<file path="src/rtl/fifo_stream_reader.sv">
// Reads words from a first-word-fall-through-less FIFO (data one cycle after the read strobe)
// and presents them as a valid/ready stream through a 2-entry output buffer.
module fifo_stream_reader #(
    parameter int DATA_WIDTH  = 36,
    parameter int COUNT_WIDTH = 16
) (
    input  logic                   CLK,
    input  logic                   RESET,
    input  logic                   ENABLE,
    input  logic [DATA_WIDTH-1:0]  FIFO_RD_DATA,
    input  logic                   FIFO_EMPTY,
    input  logic                   FIFO_ALMOST_EMPTY,
    input  logic                   FIFO_UNDERFLOW,
    output logic                   FIFO_RD_EN,
    output logic [DATA_WIDTH-1:0]  M_DATA,
    output logic                   M_VALID,
    input  logic                   M_READY,
    output logic [COUNT_WIDTH-1:0] RD_COUNT,
    output logic                   UNDERFLOW_ERR,
    output logic                   BUSY
);

    if (!(DATA_WIDTH == 9 || DATA_WIDTH == 18 || DATA_WIDTH == 36)) begin : g_bad_width
        $fatal(1, "fifo_stream_reader: DATA_WIDTH must be 9, 18 or 36");
    end

    typedef enum logic [1:0] {
        IDLE  = 2'd0,
        RUN   = 2'd1,
        DRAIN = 2'd2
    } state_t;

    state_t                 state_q, state_d;
    logic [1:0]             occ_q, occ_d;
    logic                   inflight_q;
    logic [DATA_WIDTH-1:0]  buf0_q, buf0_d;
    logic [DATA_WIDTH-1:0]  buf1_q, buf1_d;
    logic [COUNT_WIDTH-1:0] count_q, count_d;
    logic                   uerr_q, uerr_d;

    logic       pop;
    logic [2:0] level;
    logic       rd_en;

    // Occupancy the buffer will have once the in-flight word lands, net of this cycle's pop.
    always_comb begin
        pop   = (occ_q != 2'd0) & M_READY;
        level = {1'b0, occ_q} + {2'b00, inflight_q} - {2'b00, pop};
        rd_en = (state_q == RUN) & ~FIFO_EMPTY & (level < 3'd2)
              & ~(inflight_q & FIFO_ALMOST_EMPTY);
    end

    always_comb begin
        state_d = state_q;
        case (state_q)
            IDLE:    if (ENABLE) state_d = RUN;
            RUN:     if (!ENABLE) state_d = DRAIN;
            DRAIN: begin
                if (ENABLE)
                    state_d = RUN;
                else if (occ_q == 2'd0 && !inflight_q)
                    state_d = IDLE;
            end
            default: state_d = IDLE;
        endcase
    end

    // buf0 is always the oldest entry; a pop shifts buf1 forward.
    always_comb begin
        buf0_d = buf0_q;
        buf1_d = buf1_q;
        occ_d  = occ_q;
        case ({inflight_q, pop})
            2'b11: begin
                if (occ_q == 2'd2) begin
                    buf0_d = buf1_q;
                    buf1_d = FIFO_RD_DATA;
                end else begin
                    buf0_d = FIFO_RD_DATA;
                end
            end
            2'b01: begin
                buf0_d = buf1_q;
                occ_d  = occ_q - 2'd1;
            end
            2'b10: begin
                if (occ_q == 2'd0)
                    buf0_d = FIFO_RD_DATA;
                else
                    buf1_d = FIFO_RD_DATA;
                occ_d = occ_q + 2'd1;
            end
            default: ;
        endcase
    end

    always_comb begin
        count_d = count_q + {{(COUNT_WIDTH-1){1'b0}}, pop};
        uerr_d  = uerr_q | FIFO_UNDERFLOW;
    end

    always_ff @(posedge CLK) begin
        if (!RESET) begin
            state_q    <= IDLE;
            occ_q      <= '0;
            inflight_q <= 1'b0;
            buf0_q     <= '0;
            buf1_q     <= '0;
            count_q    <= '0;
            uerr_q     <= 1'b0;
        end else begin
            state_q    <= state_d;
            occ_q      <= occ_d;
            inflight_q <= rd_en;
            buf0_q     <= buf0_d;
            buf1_q     <= buf1_d;
            count_q    <= count_d;
            uerr_q     <= uerr_d;
        end
    end

    assign FIFO_RD_EN    = rd_en;
    assign M_DATA        = buf0_q;
    assign M_VALID       = (occ_q != 2'd0);
    assign RD_COUNT      = count_q;
    assign UNDERFLOW_ERR = uerr_q;
    assign BUSY          = (state_q != IDLE);

endmodule

</file>
<file path="config.mk">
export PLATFORM = sky130hd
export DESIGN_NAME = fifo_stream_reader
export DESIGN_NICKNAME = d
export VERILOG_FILES = /design/src/rtl/fifo_stream_reader.sv
export SDC_FILE = /design/constraint.sdc
export NUM_CORES = 1
export LEC_CHECK = 0
export CORE_MARGIN = 4
export CORE_UTILIZATION = 51
export CTS_CLUSTER_SIZE = 25
export DETAILED_ROUTE_END_ITERATION = 10
export PLACE_DENSITY = 0.85
export SLEW_MARGIN = 20
export SYNTH_ARGS = -nofsm -noshare
export SYNTH_HDL_FRONTEND = slang
export SYNTH_SLANG_ARGS = --single-unit
</file>
<file path="constraint.sdc">
create_clock -name CLK -period 2.8 [get_ports CLK]
set_input_delay 0.28 -clock CLK [delete_from_list [all_inputs] [get_ports CLK]]
set_output_delay 0.28 -clock CLK [all_outputs]
set_load 0.05 [all_outputs]
</file>
==> results list <==
- For the final routed database, the setup TNS stands at 0 ns.
- The tool flagged a number of max-cap violations equal to 0.
- Cell internal power was estimated by the tool at 2.90 mW.
- Area used by sequential logic in the layout: 1890 um2
- Root buffer cell: sky130_fd_sc_hd__clkbuf_8
- Sequential share of power: 32.8%
* GP Congestion: 0.759
* HPWL after detailed placement: 7520 um
* Std cell rows: 33
- Summed over all layers, the global routing overflow is 0.
* Clk_lat worst skew: 0.36 ns
- Based on the critical path, the design can be clocked at up to 0.373 GHz.
- Gr usage total: 22.8%
- Die outline height: 102 um
- Sorting the synthesized cells by area gives the leading types as sky130_fd_sc_hd__dfxtp_1 (42%), sky130_fd_sc_hd__nand2_1 (13%), sky130_fd_sc_hd__a221o_1 (8.1%).
- In the synthesized netlist the dominant register cell turns out to be sky130_fd_sc_hd__dfxtp_1.
- The path with the worst hold slack has its endpoint at UNDERFLOW_ERR.
- Counting I/O delays and the setup requirement, the final critical path takes 2.68 ns.
* Endpoints failing setup: 0
- Number of stages on the worst hold path: 1
* Hold Crit Class: register to register
* Post-route clock period utilization: 95.6%
- Post-synthesis register bit count: 94
- Data arrival, critical path: 2.40 ns
- Clock slew seen by the registers of the worst setup and hold paths: 0.09 ns
- The hold violation count in the final report is 0.
- Type of the worst setup path: register to primary output
- The number of antenna violations at the first check in global routing came to 0.
- In this run the remaining antenna-violating nets after routing total 0.
* Leakage power of the design: 2.19 nW
- From synthesis to final layout, the design area changed by 28.3%.
- The biggest area contributor in the post-synthesis netlist is sky130_fd_sc_hd__dfxtp_1.
* Worst reg2reg path endpoint: RD_COUNT[13]
* Maximum net fanout on the critical path: 6
- After technology mapping, the gate count stands at 524.
- For the worst setup path, the data required time is 2.52 ns.
* Outcome: completed
- DRC marker count from the first detailed-route iteration: 150
- Sequential-to-total area share from yosys stat: 42.1%
- The first global-routing pass estimated 19100 um of wire.
- Total clock buffers created by CTS: 9
* Setup slack of the critical path after layout: 0.123 ns
- After synthesis, the largest area contributor takes up 42.1% of total cell area.
* Initial Util: 53.3%
* Share of layout cells above drive strength 1: 7.89%
- The die covers 10300 um2.
- In the synthesized netlist the async set-or-reset flop fraction comes to 0%.
- Floorplan Core Area: 8380 um2
- For this run, the detailed router's first-pass iteration total came to 5.
* Setup repair after global routing missed its margin: no
* Net count reported at finish: 650
- Final Skew: 0.00652 ns
- Multi-input gate area in the final layout: 2380 um2
- Net count of the mapped netlist: 571
- In this run the critical register-to-register path is launched from occ_q[1].
- For this design the top-level I/O count stands at 99.
- In this run, the clock network consumes 18.1% of the power.
- Switching Share: 42.9%
* Fraction of power consumed by combinational cells: 49.1%
- Total Routed Length: 11800 um
- Largest net degree at the start of global routing: 76
- The average instance in the mapped netlist occupies 8.53 um2.
- TritonCTS clock tree: built
- Switching pwr: 2.17 mW
* Routed via count: 4197
- Startpoint class of the critical path: register
- Distinct cell type count of the synthesized netlist: 35
- Synth warnings: 0
* Number of max-slew violations in the final report: 0
- Dividing the detail-routed wire length by the instance count gives 16.5 um.
- Count of unresolved DRC violations after routing: 0
* Ant diodes: 0
- Cell Area, Synth: 4470 um2
- The worst register-to-register path has a setup slack of 0.69 ns.
* Port Buffer Count: 98
* Slew @ Worst Pin: 0.920 ns
- Setup slack at placement: 0.0791 ns
- H-tree levels: 3
* Total of fill cells in the finished design: 693
* Worst rel slew slack: 38.6%
- The number of global-route vias before repair is 4081.
- The clock passes through at most 2 buffers.
* Chip width: 102 um
- Across the VDD grid, the largest voltage drop is 492 uV.
- Dividing the detail-routed via count by the number of cells gives 5.89.
* Source of the worst hold timing path: UNDERFLOW_ERR
* Nature of the critical path endpoint: primary output
* Count of flip-flops with a built-in enable after synthesis: 0
- Power Dens Cells: 885 nW/um2
* CTS Sinks: 94
* Worst reg2reg path depth: 8
## flip-flops by register name (all words and copies together) (netlist names)
name	flops
RD_COUNT	16
occ_q	2
buf1_q	36
inflight_q	1
M_DATA	36
UNDERFLOW_ERR	1
state_q	2
## cells in the mapped netlist (2+ instances only)
cell and number:
sky130_fd_sc_hd__mux2i_1 4, sky130_fd_sc_hd__nand3_1 44, sky130_fd_sc_hd__buf_6 3, sky130_fd_sc_hd__nor3_1 5
sky130_fd_sc_hd__buf_4 5, sky130_fd_sc_hd__or3_1 2, sky130_fd_sc_hd__xnor2_1 4, sky130_fd_sc_hd__buf_2 17
sky130_fd_sc_hd__a21oi_1 5, sky130_fd_sc_hd__dfxtp_1 94, sky130_fd_sc_hd__and2_1 13, sky130_fd_sc_hd__nor2_2 2
sky130_fd_sc_hd__xor2_1 7, sky130_fd_sc_hd__nor4_1 2, sky130_fd_sc_hd__nand2_1 154, sky130_fd_sc_hd__nor2b_1 3
sky130_fd_sc_hd__nor2_1 2, sky130_fd_sc_hd__o21ai_0 2, sky130_fd_sc_hd__a21boi_1 30, sky130_fd_sc_hd__clkbuf_1 22
sky130_fd_sc_hd__and3_1 2, sky130_fd_sc_hd__a21boi_0 8, sky130_fd_sc_hd__inv_1 4, sky130_fd_sc_hd__a221o_1 36
sky130_fd_sc_hd__a32o_1 36, sky130_fd_sc_hd__nand2b_1 7, sky130_fd_sc_hd__ha_1 3
## layout by cell type (no fill, tap or decap), drive strengths merged, types with 7 or more instances in the layout
| cell type | instances |
|---|---|
| nand2 | 154 |
| dfxtp | 94 |
| nand3 | 44 |
| a221o | 36 |
| a32o | 36 |
| a21boi | 38 |
| clkdlybuf4s50 | 96 |
| xor2 | 7 |
| buf | 19 |
| nand2b | 7 |
| clkbuf | 11 |
| and2 | 13 |
## critical path, cell delays in order, from the launching register on
cell and delay (ns):
sky130_fd_sc_hd__dfxtp_4 0.38, sky130_fd_sc_hd__o21ai_4 0.13, sky130_fd_sc_hd__ha_2 0.30, sky130_fd_sc_hd__nand2b_4 0.15, sky130_fd_sc_hd__fa_1 0.47, sky130_fd_sc_hd__nor2b_1 0.14
sky130_fd_sc_hd__nand4_1 0.14, sky130_fd_sc_hd__a21oi_4 0.18, sky130_fd_sc_hd__buf_12 0.15
## metal layers
metal / vias to the layer above / track usage (%) / routed length (um)
met3: 17 / 5.65 / 940
met2: 162 / 39.5 / 5880
met1: 1988 / 27.9 / 4800
met5: - / 0 / 0
met4: 0 / 7.16 / 180
li1: 2030 / - / -
## logic make-up after synthesis
| group | share of synthesized area (%) |
|---|---|
| and+or+nand+nor | 23.4 |
| buffers and inverters | 5.68 |
| DFF | 42.1 |
| xor gates and xnor gates | 2.16 |
| adders and majority gates | 1.29 |
| muxes | 0.896 |
| AOI/OAI and AO/OA | 24.5 |
## power groups by stage
stage,registers (mW),logic (mW),clock network (mW)
floorplan,2.22,1.21,0
global placement,1.69,2.37,0
detailed placement,1.70,2.43,0
CTS,1.67,2.45,0.918
global route,1.68,2.66,0.982
finish,1.67,2.49,0.916
## layout make-up
type | count | share of cell area [%]
multi-input cells | 379 | 41.6
flip-flops and latches | 94 | 32.9
repair buffers | 115 | 19.4
clock buffers | 11 | 2.47
well taps | 105 | 2.29
clock inverters | 5 | 1.03
inverters | 4 | 0.262
## worst max-delay path by stage
stage / from / to / cells past startpoint
6_report: occ_q[1] / FIFO_RD_EN / 8
5_1_grt: occ_q[1] / FIFO_RD_EN / 8
4_1_cts: occ_q[1] / FIFO_RD_EN / 8
3_5_place_dp: M_READY / FIFO_RD_EN / 9
3_3_place_gp: M_READY / FIFO_RD_EN / 9
2_1_floorplan: occ_q[0] / FIFO_RD_EN / 10
## metrics by stage
| step | utilization, % | power, mW | std cells | area, um2 | hold slack [ns] |
|---|---|---|---|---|---|
| after floorplan | - | 3.43 | 524 | 4480 | 0.356 |
| after global placement | 65.5 | 4.06 | 694 | 5490 | 0.428 |
| after detailed placement | 65.5 | 4.12 | 694 | 5490 | 0.448 |
| after CTS | 68.1 | 5.04 | 711 | 5710 | 0.469 |
| after global routing | 68.4 | 5.33 | 713 | 5730 | 0.485 |
| final | 68.4 | 5.07 | 713 | 5730 | 0.469 |
## timing repair
item	4_1_cts	5_1_grt
setup endpoints to repair	1	1
pin swaps	1	1
gates resized for setup	2	2
hold endpoints to repair	0	0
hold buffers	0	0
buffers inserted	1	2
(Power assumes the default switching activity.)
